--- src/rtl/fir_tap_seq_pkg.sv ---
// Shared definitions for the FIR tap sequencer: state encoding, default tap
// count, accumulator width rule and the multiplier latency.
package fir_tap_seq_pkg;

  // state    | meaning
  // ST_IDLE  | waiting for a sample, coefficient writes allowed
  // ST_RUN   | issuing one tap per cycle to the multiplier
  // ST_DRAIN | waiting MUL_LAT cycles for the last products to return
  // ST_DONE  | result presented for one cycle, next sample may be taken
  typedef enum logic [1:0] {
    ST_IDLE  = 2'd0,
    ST_RUN   = 2'd1,
    ST_DRAIN = 2'd2,
    ST_DONE  = 2'd3
  } state_t;

  localparam int TAPS_DEF = 4;
  localparam int SAMPLE_W = 8;

  // Fixed latency of the external multiplier: sizes the product valid pipe
  // and the number of DRAIN cycles.
  localparam int MUL_LAT = 2;

  // Smallest accumulator that can hold TAPS truncated 8-bit products.
  function automatic int acc_w_min(input int taps);
    return SAMPLE_W + $clog2(taps);
  endfunction

endpackage

--- src/rtl/fir_tap_regs.sv ---
// Sample history shift register and coefficient bank with a shared read index.
module fir_tap_regs
  import fir_tap_seq_pkg::*;
#(
  parameter int TAPS = TAPS_DEF,
  parameter int AW   = $clog2(TAPS)
) (
  input  logic                clk,
  input  logic                reset,
  input  logic                i_shift,
  input  logic [SAMPLE_W-1:0] i_sample,
  input  logic                i_coef_we,
  input  logic [AW-1:0]       i_coef_addr,
  input  logic [SAMPLE_W-1:0] i_coef_data,
  input  logic [AW-1:0]       i_rd_idx,
  output logic [SAMPLE_W-1:0] o_hist,
  output logic [SAMPLE_W-1:0] o_coef
);

  logic [SAMPLE_W-1:0] r_hist [TAPS];
  logic [SAMPLE_W-1:0] r_coef [TAPS];

  // On an accepted sample the newest value enters slot 0 and the rest age by one.
  always_ff @(posedge clk or negedge reset) begin
    if (!reset) begin
      for (int k = 0; k < TAPS; k++) r_hist[k] <= '0;
    end else if (i_shift) begin
      r_hist[0] <= i_sample;
      for (int k = 1; k < TAPS; k++) r_hist[k] <= r_hist[k-1];
    end
  end

  // Coefficient write; addresses beyond TAPS-1 (non power-of-two TAPS) match no slot.
  always_ff @(posedge clk or negedge reset) begin
    if (!reset) begin
      for (int k = 0; k < TAPS; k++) r_coef[k] <= '0;
    end else if (i_coef_we) begin
      for (int k = 0; k < TAPS; k++) begin
        if (i_coef_addr == AW'(k)) r_coef[k] <= i_coef_data;
      end
    end
  end

  // Indexed read of the sample/coefficient pair for the current tap.
  always_comb begin
    o_hist = '0;
    o_coef = '0;
    for (int k = 0; k < TAPS; k++) begin
      if (i_rd_idx == AW'(k)) begin
        o_hist = r_hist[k];
        o_coef = r_coef[k];
      end
    end
  end

endmodule

--- src/rtl/fir_tap_seq.sv ---
// FIR tap sequencer: takes one sample, issues TAPS multiplies to the external
// 2-cycle multiplier, sums the returned products and emits one result.
module fir_tap_seq
  import fir_tap_seq_pkg::*;
#(
  parameter int TAPS  = TAPS_DEF,
  parameter int ACC_W = 10
) (
  input  logic                    clk,
  input  logic                    reset,
  input  logic                    in_valid,
  input  logic [7:0]              in_data,
  output logic                    in_ready,
  input  logic                    coef_we,
  input  logic [$clog2(TAPS)-1:0] coef_addr,
  input  logic [7:0]              coef_data,
  output logic                    mul_en,
  output logic [7:0]              mul_a,
  output logic [7:0]              mul_b,
  input  logic [7:0]              mul_p,
  output logic                    out_valid,
  output logic [ACC_W-1:0]        out_data
);

  localparam int AW = $clog2(TAPS);
  localparam int DW = $clog2(MUL_LAT + 1);

  if (ACC_W < acc_w_min(TAPS)) begin : g_acc_w_check
    $error("fir_tap_seq: ACC_W too small for TAPS");
  end

  state_t               r_state;
  state_t               w_next_state;
  logic [AW-1:0]        r_tap;
  logic [DW-1:0]        r_drain_cnt;
  logic [MUL_LAT-1:0]   r_vpipe;
  logic [ACC_W-1:0]     r_acc;
  logic [ACC_W-1:0]     r_out_data;
  logic [ACC_W-1:0]     w_acc_next;
  logic [SAMPLE_W-1:0]  w_hist_rd;
  logic [SAMPLE_W-1:0]  w_coef_rd;
  logic                 w_accept;
  logic                 w_last_tap;
  logic                 w_drain_end;

  assign w_accept    = in_ready & in_valid;
  assign w_last_tap  = (r_tap == AW'(TAPS - 1));
  assign w_drain_end = (r_drain_cnt == '0);
  // Product returning this cycle belongs to a tap issued MUL_LAT cycles ago.
  assign w_acc_next  = r_vpipe[MUL_LAT-1] ? (r_acc + ACC_W'(mul_p)) : r_acc;
  assign out_data    = r_out_data;

  fir_tap_regs #(
    .TAPS (TAPS),
    .AW   (AW)
  ) u_regs (
    .clk         (clk),
    .reset       (reset),
    .i_shift     (w_accept),
    .i_sample    (in_data),
    .i_coef_we   (coef_we & in_ready),
    .i_coef_addr (coef_addr),
    .i_coef_data (coef_data),
    .i_rd_idx    (r_tap),
    .o_hist      (w_hist_rd),
    .o_coef      (w_coef_rd)
  );

  // State register.
  always_ff @(posedge clk or negedge reset) begin
    if (!reset) r_state <= ST_IDLE;
    else        r_state <= w_next_state;
  end

  // Next-state decode; DONE can chain straight into the next RUN.
  always_comb begin
    w_next_state = r_state;
    case (r_state)
      ST_IDLE:  if (in_valid) w_next_state = ST_RUN;
      ST_RUN:   if (w_last_tap) w_next_state = ST_DRAIN;
      ST_DRAIN: if (w_drain_end) w_next_state = ST_DONE;
      ST_DONE:  w_next_state = in_valid ? ST_RUN : ST_IDLE;
      default:  w_next_state = ST_IDLE;
    endcase
  end

  // Outputs decoded from state; operands are forced to zero outside RUN.
  always_comb begin
    in_ready  = 1'b0;
    mul_en    = 1'b0;
    mul_a     = '0;
    mul_b     = '0;
    out_valid = 1'b0;
    case (r_state)
      ST_IDLE: in_ready = 1'b1;
      ST_RUN: begin
        mul_en = 1'b1;
        mul_a  = w_hist_rd;
        mul_b  = w_coef_rd;
      end
      ST_DONE: begin
        in_ready  = 1'b1;
        out_valid = 1'b1;
      end
      default: ;
    endcase
  end

  // Tap index and DRAIN down-counter.
  always_ff @(posedge clk or negedge reset) begin
    if (!reset) begin
      r_tap       <= '0;
      r_drain_cnt <= '0;
    end else begin
      if (w_accept)    r_tap <= '0;
      else if (mul_en) r_tap <= w_last_tap ? '0 : r_tap + 1'b1;

      if (mul_en && w_last_tap)                 r_drain_cnt <= DW'(MUL_LAT - 1);
      else if (r_state == ST_DRAIN && !w_drain_end) r_drain_cnt <= r_drain_cnt - 1'b1;
    end
  end

  // Product valid pipe, accumulator and result register. The result is
  // captured on the DRAIN->DONE edge including the last returning product.
  always_ff @(posedge clk or negedge reset) begin
    if (!reset) begin
      r_vpipe    <= '0;
      r_acc      <= '0;
      r_out_data <= '0;
    end else begin
      r_vpipe <= {r_vpipe[MUL_LAT-2:0], mul_en};
      if (w_accept) r_acc <= '0;
      else          r_acc <= w_acc_next;
      if (r_state == ST_DRAIN && w_drain_end) r_out_data <= w_acc_next;
    end
  end

endmodule

--- config.mk ---
export PLATFORM = sky130hd
export DESIGN_NAME = fir_tap_seq
export DESIGN_NICKNAME = d
export VERILOG_FILES = /design/src/rtl/fir_tap_seq_pkg.sv /design/src/rtl/fir_tap_regs.sv /design/src/rtl/fir_tap_seq.sv
export SDC_FILE = /design/constraint.sdc
export NUM_CORES = 1
export LEC_CHECK = 0
export CORE_MARGIN = 2
export CORE_UTILIZATION = 47
export CTS_BUF_LIST = sky130_fd_sc_hd__clkbuf_4 sky130_fd_sc_hd__clkbuf_8
export CTS_CLUSTER_DIAMETER = 150
export DETAILED_ROUTE_END_ITERATION = 7
export PLACE_DENSITY = 0.7
export SLEW_MARGIN = 40
export SYNTH_ARGS = -nofsm -noshare
export SYNTH_HDL_FRONTEND = slang
export SYNTH_HIERARCHICAL = 1
export SYNTH_SLANG_ARGS = --single-unit
--- constraint.sdc ---
create_clock -name clk -period 2.54 [get_ports clk]
set_input_delay 0.381 -clock clk [delete_from_list [all_inputs] [get_ports clk]]
set_output_delay 0.381 -clock clk [all_outputs]
set_load 0.02 [all_outputs]
# Word-level counts from Yosys, hierarchy flattened
# Index checks and enable logic that the tools add are counted.
# totals
register_bits	92
latchBits	0
rom_bits	0
n_memories	0
ramBits	0
output_inout_bits	29
# op_classes
div_mod_pow	0
multipliers	0
n_mux	25
n_eq_ne	12
bitwise	2
shift	0
reduce_logical	16
addsub	3
order_cmp	0
# ops
operator	n
$mux 8	10
$mux 10	2
$mux 2	8
$eq 2x2->1 const B	6
$add 10x8->10	1
$logic_not 2->1	4
$pmux 2 s4	1
$reduce_and 2->1	4
$eq 2x1->1 const B	3
$ne 2x2->1 const B	3
$mux 1	4
$reduce_bool 2->1	2
$logic_and 1x1->1	3
$reduce_and 3->1	1
$add 2x1->2 const B	1
$and 1x1->1	2
$reduce_or 2->1	1
$sub 2x1->2 const B	1
$logic_not 1->1	1

# Longest topological paths before layout
# Gate-level depths: netlist of the first run.
# depth
ltp_word	6
mapped_depth	9

# Hierarchy
# Netlist of the first run, hierarchy kept.
# modules_own_cells
module	cells_each	area_per_inst_um2	seq_area_each_um2	instances
fir_tap_regs	156	2798.9	1601.5	1
fir_tap_seq	192	1773.0	700.7	1

# Worst setup path before layout of the first run
# Ideal clock, no wire load.
# synth_timing
path_kind	register to register
from	reg r_state[0]
to	reg u_regs/r_hist[29] (netlist name)
setup_slack_ps	246
period_less_slack_ps	2294
arrival_time_ps	2169
setup_time_ps	125
stages_incl_launch_ff	10
n_path_buf	3
cell_sequence	dfrtp_1 -> inv_1 -> ha_1 -> inv_1 -> nand2_1 -> inv_1 -> clkbuf_1 -> clkbuf_1 -> buf_2 -> mux2_2
# synth_via
elab_chain_cells	4
# synth_lines
item	line	source
start: declaration	fir_tap_seq.sv:32	state_t r_state;
start signal: assignment	fir_tap_seq.sv:72	else r_state <= w_next_state;
$eq 2x2->1 or $logic_not 2->1 (tied branches)	fir_tap_seq.sv:94	case (r_state)
$reduce_or 2->1 (no source line) (*)	-	
$mux 1 (*)	fir_tap_seq.sv:94	
named net in_ready	fir_tap_seq.sv:13	output logic in_ready,
$and 1x1->1 (*)	fir_tap_seq.sv:46	assign w_accept = in_ready & in_valid;
named net w_accept	fir_tap_seq.sv:42	logic w_accept;
end: declaration	fir_tap_regs.sv:20	logic [SAMPLE_W-1:0] r_hist [TAPS];
# Mark *: on every way through the listed nets, which the timed path passes. The rest lies on a longest branch.
# A chain may end at the register's enable or synchronous reset.

# Worst setup path after layout of the first run
# layout_timing
from	reg r_tap[0]
to	out mul_b[1]
# layout_via
elab_chain_cells	6
# layout_lines
item	line	source
start: declaration	fir_tap_seq.sv:34	logic [AW-1:0] r_tap;
start signal: assignment	fir_tap_seq.sv:116	else if (mul_en) r_tap <= w_last_tap ? '0 : r_tap + 1'b1;
$logic_not 2->1	fir_tap_regs.sv:49	if (i_rd_idx == AW'(k)) begin
$mux 8 (3 in series)	fir_tap_regs.sv:49	
$mux 8 (*)	fir_tap_regs.sv:49	
named net w_coef_rd[1]	fir_tap_seq.sv:41	logic [SAMPLE_W-1:0] w_coef_rd;
$mux 8 (*)	fir_tap_seq.sv:94	
end: declaration	fir_tap_seq.sv:19	output logic [7:0] mul_b,
# Marks and branches as above.

==> run metrics, run 1 <==
Final Cycle Share=between 90% and 100%; crit path time final=around 2.4 ns; H-tree Lvls=3; setup total negative slack=0 ns; syn avg cell area=approximately 13 µm²; cell taking the most area after synthesis=dfrtp_1; YS warnings=6; DRT iter0 DRCs=96; outcome=completed; RSZ-0062 raised after global routing=false; final core utilization=just under 60%; final setup vio count=0; drt pass-1 iters=5; Post-CTS Hold Buffers=0; Design Area, Final=between 5000 and 6000 µm²; clock network fraction of total power=approximately 14%; switching share of power=between 30% and 40%; Max-slew headroom=56.5%; initial antenna violation count=0; clk_skew=0.00653 ns; WL/cell=between 15 and 20 µm; HPWL after DPL=between 6 and 7 mm; max-slew violation count=0; chip width=~100 µm; Yosys cell types=48; die height=~100 µm; most frequent cells in the layout=dfrtp_1 (92), mux2_2 (62), clkdlybuf4s50_1 (41), nand2_1 (19), and2_1 (17); critical path launch point type=register; Post-synth EDFFs=0; ys async rst share=100%; n_diodes=0; IO Count=roughly 60; post_cts resized=13; # Max-Cap Violations=0; Critical Path Fanout Max=8; Critical Path AT=~2.0 ns; critical path endpoint category=primary output; CTS root buf=clkbuf_8; Syn Std Cell Area=~4600 µm²; Fin Hold WS=between 0.04 and 0.05 ns; area share of the largest cell type after synthesis=50.4%; clock sinks=92; Peak VDD IR=0.588 mV; Pleak=2.48 nW; Vias=2972; clock transition at the registers of the reported paths=roughly 0.090 ns; Max clock buf depth=2; fmax=roughly 420 MHz; Syn-to-layout area delta=21.3%; PortBufs=58; Fin. Hold Viols=0; Final WS setup=~0.18 ns; DRC violations left=0; postcts setup bufs=0; Total Routing Usage GR=approximately 18%; post-placement cell area=5360 µm²; overall power=between 7 and 8 mW; Hold Crit Class=in2async; Switch Pwr=approximately 2.6 mW; CP Class=reg2out; first-pass GRT wire length=~15 mm; die area=approximately 11000 µm²; sequential share of power=~37%; Rows=35; power per cell area=1280 nW/µm²; Int Power=~4.6 mW; most common cell after layout, fill and taps aside=dfrtp_1; clk_lat worst skew=about 0.35 ns; Routed Antenna Nets=0; placed cells=~530; gr ovfl total=0; layout cells sized above 1=a little over a quarter; Synth area leaders=dfrtp_1 (50%), mux2_2 (15%), mux4_2 (5.9%), ha_1 (4.1%), and2_1 (2.3%); syn_nets=394; top_reg_cell synth=dfrtp_1; flops & latches, synth=92; Num CTS Buffers=9; vias per cell=5.42; final-stage net count=460; pre-CTS WS=0.0931 ns; CP required=2.16 ns; Finished Layout Cells=roughly 550; CTS tree=built; largest net degree at the start of global routing=54; Comb pwr share=between 40 and 50%; Floorplan Core Area=between 9000 and 10000 µm²; sequential-to-total area share from yosys stat=around half; Placer Congestion=around 0.8; number of global-route vias before repair=2943; pin slew with the least headroom to its limit=approximately 0.65 ns; Initial Util=49.0%; Cells after Synth=between 300 and 400; Routed WL=between 8 and 9 mm
[final cells by class]
class | count | area, µm²
timing repair buffer | 70 | 701
tap | 129 | 161
multi-input combinational | 232 | 2150
inverter | 9 | 33.8
clock inverter | 6 | 63.8
clock buffer | 10 | 131
fill | 786 | 3780
sequential | 92 | 2300
[routing by layer]
layer	vias to the layer above	share of wire, %	GRT usage (%)
met5	-	0	0
met4	0	0.88	5.95
met3	7	4.4	3.19
met2	73	48	28.4
met1	1487	47	25.3
li1	1405	-	-
[worst paths after layout]
kind / slack [ns] / to / from / cells past startpoint
setup reg to reg: 0.50 / out_data[4] / r_acc[0] / 6
setup / recovery: 0.18 / mul_b[1] / r_tap[0] / 4
hold / removal: 0.04 / u_regs/r_coef[9] / reset / 1
min in group clk: 0.37 / r_vpipe[1] / r_vpipe[0] / 0
max in group asynchronous: 1.74 / r_acc[4] / reset / 2
hold reg to reg: 0.37 / r_vpipe[1] / r_vpipe[0] / 0
[cells in the mapped netlist (5+ instances only)]
| cell type | instances |
|---|---|
| mux4_2 | 12 |
| o21ai_0 | 9 |
| ha_1 | 15 |
| inv_1 | 9 |
| dfrtp_1 | 92 |
| nand2_1 | 19 |
| mux2i_1 | 5 |
| and2_1 | 17 |
| mux2_2 | 62 |
| a21o_1 | 9 |
| buf_2 | 6 |
| a21oi_1 | 11 |
| nor2_1 | 15 |
| clkbuf_1 | 6 |
[registers in the layout, summed over array words and instances, names as in the netlist]
register / cells
u_regs/r_hist: 32
u_regs/r_coef: 32
r_state: 2
r_acc: 10
r_drain_cnt: 2
r_vpipe: 2
r_tap: 2
out_data: 10
[cells by family (layout without fill, tap and decap cells)]
kind of cell    Yosys count  count (layout)  synth area share [%]
compound gates           55              55                  8.29
mux                      85              85                  25.1
simple gates             72              72                  8.43
buf+inv                  24              95                  2.55
flops                    92              92                  50.4
fa+ha+maj                16              16                  4.54
xor+xnor                  4               4                 0.766
[worst max-delay path, stage by stage (launching register included)]
cell,delay (ns)
dfrtp_1,0.41
buf_4,0.21
mux4_2,0.50
and2_1,0.18
dlygate4sd2_1,0.32
[power by group through the flow]
stage / registers [mW] / clock network (mW) / logic [mW]
after global placement: 2.63 / 0 / 3.53
after global routing: 2.75 / 1.08 / 3.82
final: 2.66 / 0.973 / 3.48
after floorplan: 2.58 / 0 / 2.51
after CTS: 2.65 / 1.00 / 3.52
after detailed placement: 2.68 / 0 / 3.60
(Power assumes the default switching activity.)
==> inputs of run 2 (changes only) <==
- GPL_TIMING_DRIVEN: unset -> 0
==> run 2 against run 1 <==
Die area stayed put. Register-to-register slack worse by 0.32 ns. Clock power is 4% higher. Sequential power is 2% lower. Final area is 0.79% higher. Combinational power is 2% higher. Maximum frequency is 2.6% lower.
==> run metrics, run 2 (synthesis gave the netlist of run 1 again) <==
outcome=completed; Floorplan Core Area=just over 9000 µm²; sequential share of power=36.5%; Placer Congestion=around 0.78; H-tree Lvls=3; drt pass-1 iters=4; clock transition at the registers of the reported paths=about 0.09 ns; power per cell area=1280 nW/µm²; Critical Path Fanout Max=10; Switch Pwr=approximately 2.6 mW; Critical Path AT=between 2 and 2.5 ns; grt peak-use layer=met2; Num CTS Buffers=9; met3 usage=3.19%; Peak VDD IR=0.563 mV; Fin. Hold Viols=0; clock sinks=a little over 90; critical path endpoint category=primary output; final-stage net count=about 470; CP Class=reg2out; clk_skew=about 0.0094 ns; DRC violations left=0; DRT iter0 DRCs=slightly above 80; biggest regs=u_regs/r_coef (32), u_regs/r_hist (32); die height=a little over 100 µm; Rows=35; Routed Antenna Nets=0; overall power=7.16 mW; largest net degree at the start of global routing=63; Total Routing Usage GR=18.6%; CTS tree=built; number of global-route vias before repair=about 3100; Vias=between 3000 and 4000; pin slew with the least headroom to its limit=around 0.52 ns; Max clock buf depth=2; critical path's slowest cell=mux4_1; # Max-Cap Violations=0; initial antenna violation count=0; Pleak=around 2.5 nW; first-pass GRT wire length=between 15 and 20 mm; Hold Crit Class=reg2reg; Fin Hold WS=0.362 ns; setup total negative slack=0 ns; max-slew violation count=0; Max-slew headroom=between 60 and 70%; Initial Util=between 40% and 50%; IO Count=59; Syn-to-layout area delta=22.3%; CP required=approximately 2.2 ns; PortBufs=between 50 and 60; gr ovfl total=0; Comb pwr share=approximately 50%; worst-path cell chain=buf_6 -> buf_12 -> mux4_1 -> and2_1 -> dlygate4sd2_1; M1 GR Usage=approximately a quarter; switching share of power=around 36%; final setup vio count=0; crit path time final=2.42 ns; most common cell after layout, fill and taps aside=dfrtp_1; fmax=just over 400 MHz; Slowest Stage Delay on Critical Path=0.53 ns; Int Power=between 4 and 5 mW; CTS root buf=clkbuf_8; vias per cell=around 5.4; HPWL after DPL=about 6.3 mm; grt met2 use=between 30% and 40%; die area=between 10000 and 15000 µm²; WL/cell=~16 µm; Routed WL=8.87 mm; critical path launch point type=register; Worst path top cell family by delay=buffers and inverters; Final Cycle Share=95.4%; crit path buf inv count=3; clock network fraction of total power=~14%; n_diodes=0; clk_lat worst skew=0.35 ns; most frequent cells in the layout=dfrtp_1 (91), mux2_2 (62), clkdlybuf4s50_1 (41), nand2_1 (19), and2_1 (17); layout cells sized above 1=27.3%; chip width=approximately 100 µm
-- run 2: changes by cell type in the layout (fill, tap and decap cells not counted), sizes merged --
cell          change
buf               -2
clkbuf            +9
dlygate4sd2       +1
dlygate4sd3       +1
dlymetal6s2s      -1
inv               -2
-- run 2: path summary, 6_finish.rpt --
kind	startpoint	endpoint	slack, ns	depth (start not counted)
setup / recovery	r_tap[0]	mul_a[4]	0.12	5
hold / removal	r_vpipe[0]	r_vpipe[1]	0.36	0
setup reg to reg	r_state[1]	u_regs/r_hist[28]	0.18	8
hold reg to reg	r_vpipe[0]	r_vpipe[1]	0.36	0
max in group asynchronous	reset	r_tap[1]	1.47	3
min in group asynchronous	reset	u_regs/r_coef[17]	0.47	2
-- run 2: stage by stage --
stage          setup WS [ns]  instance area (µm²)  instances  utilization [%]
2_1_floorplan          0.246                 4570        348                -
3_3_place_gp           -2.20                 5310        535             57.0
3_5_place_dp          -0.106                 5340        536             57.3
4_1_cts              0.00197                 5550        552             59.5
5_1_grt             -0.00935                 5590        554             59.9
6_report               0.117                 5590        554             59.9
-- run 2: per-layer routing --
metal | vias up | wire [µm]
li1 | 1422 | -
met1 | 1506 | 4030
met2 | 64 | 4430
met3 | 14 | 298
met4 | 0 | 118
met5 | - | 0
-- run 2: cell type report --
cell class | count | area, µm²
Tap cell | 129 | 161
Buffer | 13 | 96.3
Multi-Input combinational cell | 232 | 2160
Timing Repair Buffer | 63 | 629
Inverter | 9 | 37.5
Sequential cell | 92 | 2300
Clock buffer | 12 | 159
Fill cell | 778 | 3740
Clock inverter | 4 | 47.5
-- run 2: power groups by stage --
| stage | Clock (mW) | Sequential [mW] | Combinational [mW] |
|---|---|---|---|
| 2_1_floorplan | 0 | 2.58 | 2.51 |
| 3_3_place_gp | 0 | 2.58 | 3.52 |
| 3_5_place_dp | 0 | 2.63 | 3.61 |
| 4_1_cts | 1.04 | 2.61 | 3.54 |
| 5_1_grt | 1.10 | 2.71 | 3.89 |
| 6_report | 1.01 | 2.61 | 3.54 |
-- run 2: timing repair --
item | CTS | global route
setup buffers | 1 | 2
hold buffers | 1 | 0
endpoints found under the hold margin | 30 | 0
gates resized for setup | 19 | 8
endpoints found under the setup margin | 46 | 42
==> inputs of run 3 (changes only) <==
- PLACE_DENSITY: 0.7 -> 0.79
==> run 3 against run 2 <==
Highest routed layer unchanged. First-iteration DRC count is 24% higher. Critical path depth stayed put. Sequential power hardly changed.
==> run metrics, run 3 (synthesis gave the netlist of run 1 again) <==
HPWL after DPL=~6.6 mm; crit path time final=approximately 2.4 ns; die height=just over 100 µm; chip width=103 µm; most common cell after layout, fill and taps aside=dfrtp_1; overall power=approximately 7.3 mW; Max-slew headroom=64.9%; Final Cycle Share=96.3%; biggest regs=u_regs/r_coef (32), u_regs/r_hist (32); Peak VDD IR=between 0.6 and 0.7 mV; final-stage net count=around 470; initial antenna violation count=0; drt pass-1 iters=4; gr ovfl total=0; critical path launch point type=register; WL/cell=16.8 µm; Vias=between 3000 and 4000; CP required=2.16 ns; outcome=completed; Fin. Hold Viols=0; CP Class=reg2out; number of global-route vias before repair=around 3200; Critical Path AT=~2.1 ns; Total Routing Usage GR=between 10% and 20%; Syn-to-layout area delta=22.5%; # Max-Cap Violations=0; Num CTS Buffers=9; CTS tree=built; largest net degree at the start of global routing=51; clock transition at the registers of the reported paths=around 0.09 ns; fmax=between 400 and 500 MHz; Fin Hold WS=0.361 ns; Hold Crit Class=reg2reg; n_diodes=0; Initial Util=approximately half; M1 wire length=~4.3 mm; pre-CTS WS=-0.117 ns; vias per cell=about 5.6; Routed WL=approximately 9.3 mm; PortBufs=a little under 60; Pleak=2.47 nW; max layer used=met4; H-tree Lvls=3; clk_skew=0.0128 ns; critical path endpoint category=primary output; first-pass GRT wire length=~16 mm; clock sinks=92; DRC violations left=0; setup total negative slack=0 ns; metal3 WL=about 390 µm; pin slew with the least headroom to its limit=around 0.53 ns; clk_lat worst skew=0.36 ns; DRT iter0 DRCs=between 100 and 150; max-slew violation count=0; Filler cells=between 700 and 800; final setup vio count=0; wire length on met2=roughly 4.6 mm; Final WS setup=0.0952 ns; die area=around 11000 µm²; most frequent cells in the layout=dfrtp_1 (91), mux2_2 (62), clkdlybuf4s50_1 (41), nand2_1 (19), and2_1 (17); Rows=35; CTS root buf=clkbuf_8; Routed Antenna Nets=0; Critical Path Fanout Max=10; Placer Congestion=around 0.81; layout cells sized above 1=about 27%; power per cell area=~1300 nW/µm²; Max clock buf depth=2; RSZ-0062 raised after global routing=false; Floorplan Core Area=slightly above 9000 µm²; IO Count=just under 60
run 3: cell count changes in the layout (fill, tap and decap cells not counted), moves of 2 or more:
cell / change
buf_2: +3
clkbuf_4: -4
clkbuf_8: -2
clkdlybuf4s15_1: +2
clkinv_2: -2
dlymetal6s2s_1: -2
inv_8: +2
run 3: where the power goes:
group | internal (mW) | total, mW | switching [mW]
sequential | 2.19 | 2.63 | 0.438
clock | 0.573 | 1.13 | 0.554
combinational | 1.89 | 3.58 | 1.69
run 3: worst paths after layout:
path,startpoint,end,slack [ns],depth (start not counted)
min in group asynchronous,reset,r_state[1],0.51,2
max reg2reg,r_state[1],u_regs/r_hist[19],0.13,8
min,r_vpipe[0],r_vpipe[1],0.36,0
min reg2reg,r_vpipe[0],r_vpipe[1],0.36,0
max,r_tap[0],mul_b[4],0.1,5
max in group asynchronous,reset,r_tap[1],1.44,3
run 3: metal layers:
metal	GRT usage (%)	up-vias
li1	-	1430
met1	25.9	1567
met2	31.3	80
met3	3.66	10
met4	7.49	0
met5	0	-
run 3: worst max-delay path: stages, from the launching register on:
cell	delay, ns
dfrtp_1	0.39
buf_6	0.13
buf_12	0.14
mux4_1	0.54
and2_1	0.18
dlygate4sd2_1	0.32
run 3: stage by stage:
stage               instances  utilization, %  area [µm²]
finish                    555            60.0        5600
global route              555            60.0        5600
detailed placement        536            57.2        5340
floorplan                 348               -        4570
CTS                       552            59.8        5570
global placement          535            57.0        5310
run 3: area by class of cell:
class	count	area, µm²	area share (%)
Buffer	13	88.8	1.59
Clock buffer	9	124	2.21
Clock inverter	7	108	1.92
Inverter	9	37.5	0.670
Multi-Input combinational cell	232	2150	38.4
Sequential cell	92	2300	41.1
Tap cell	129	161	2.88
Timing Repair Buffer	64	624	11.1
run 3: timing repair:
action	CTS	global route
hold buffers	1	0
pin swaps	0	0
resized for setup	24	1
setup buffers	1	3
hold endpoints to repair	49	0
setup endpoints to repair	46	35
gates cloned	0	0
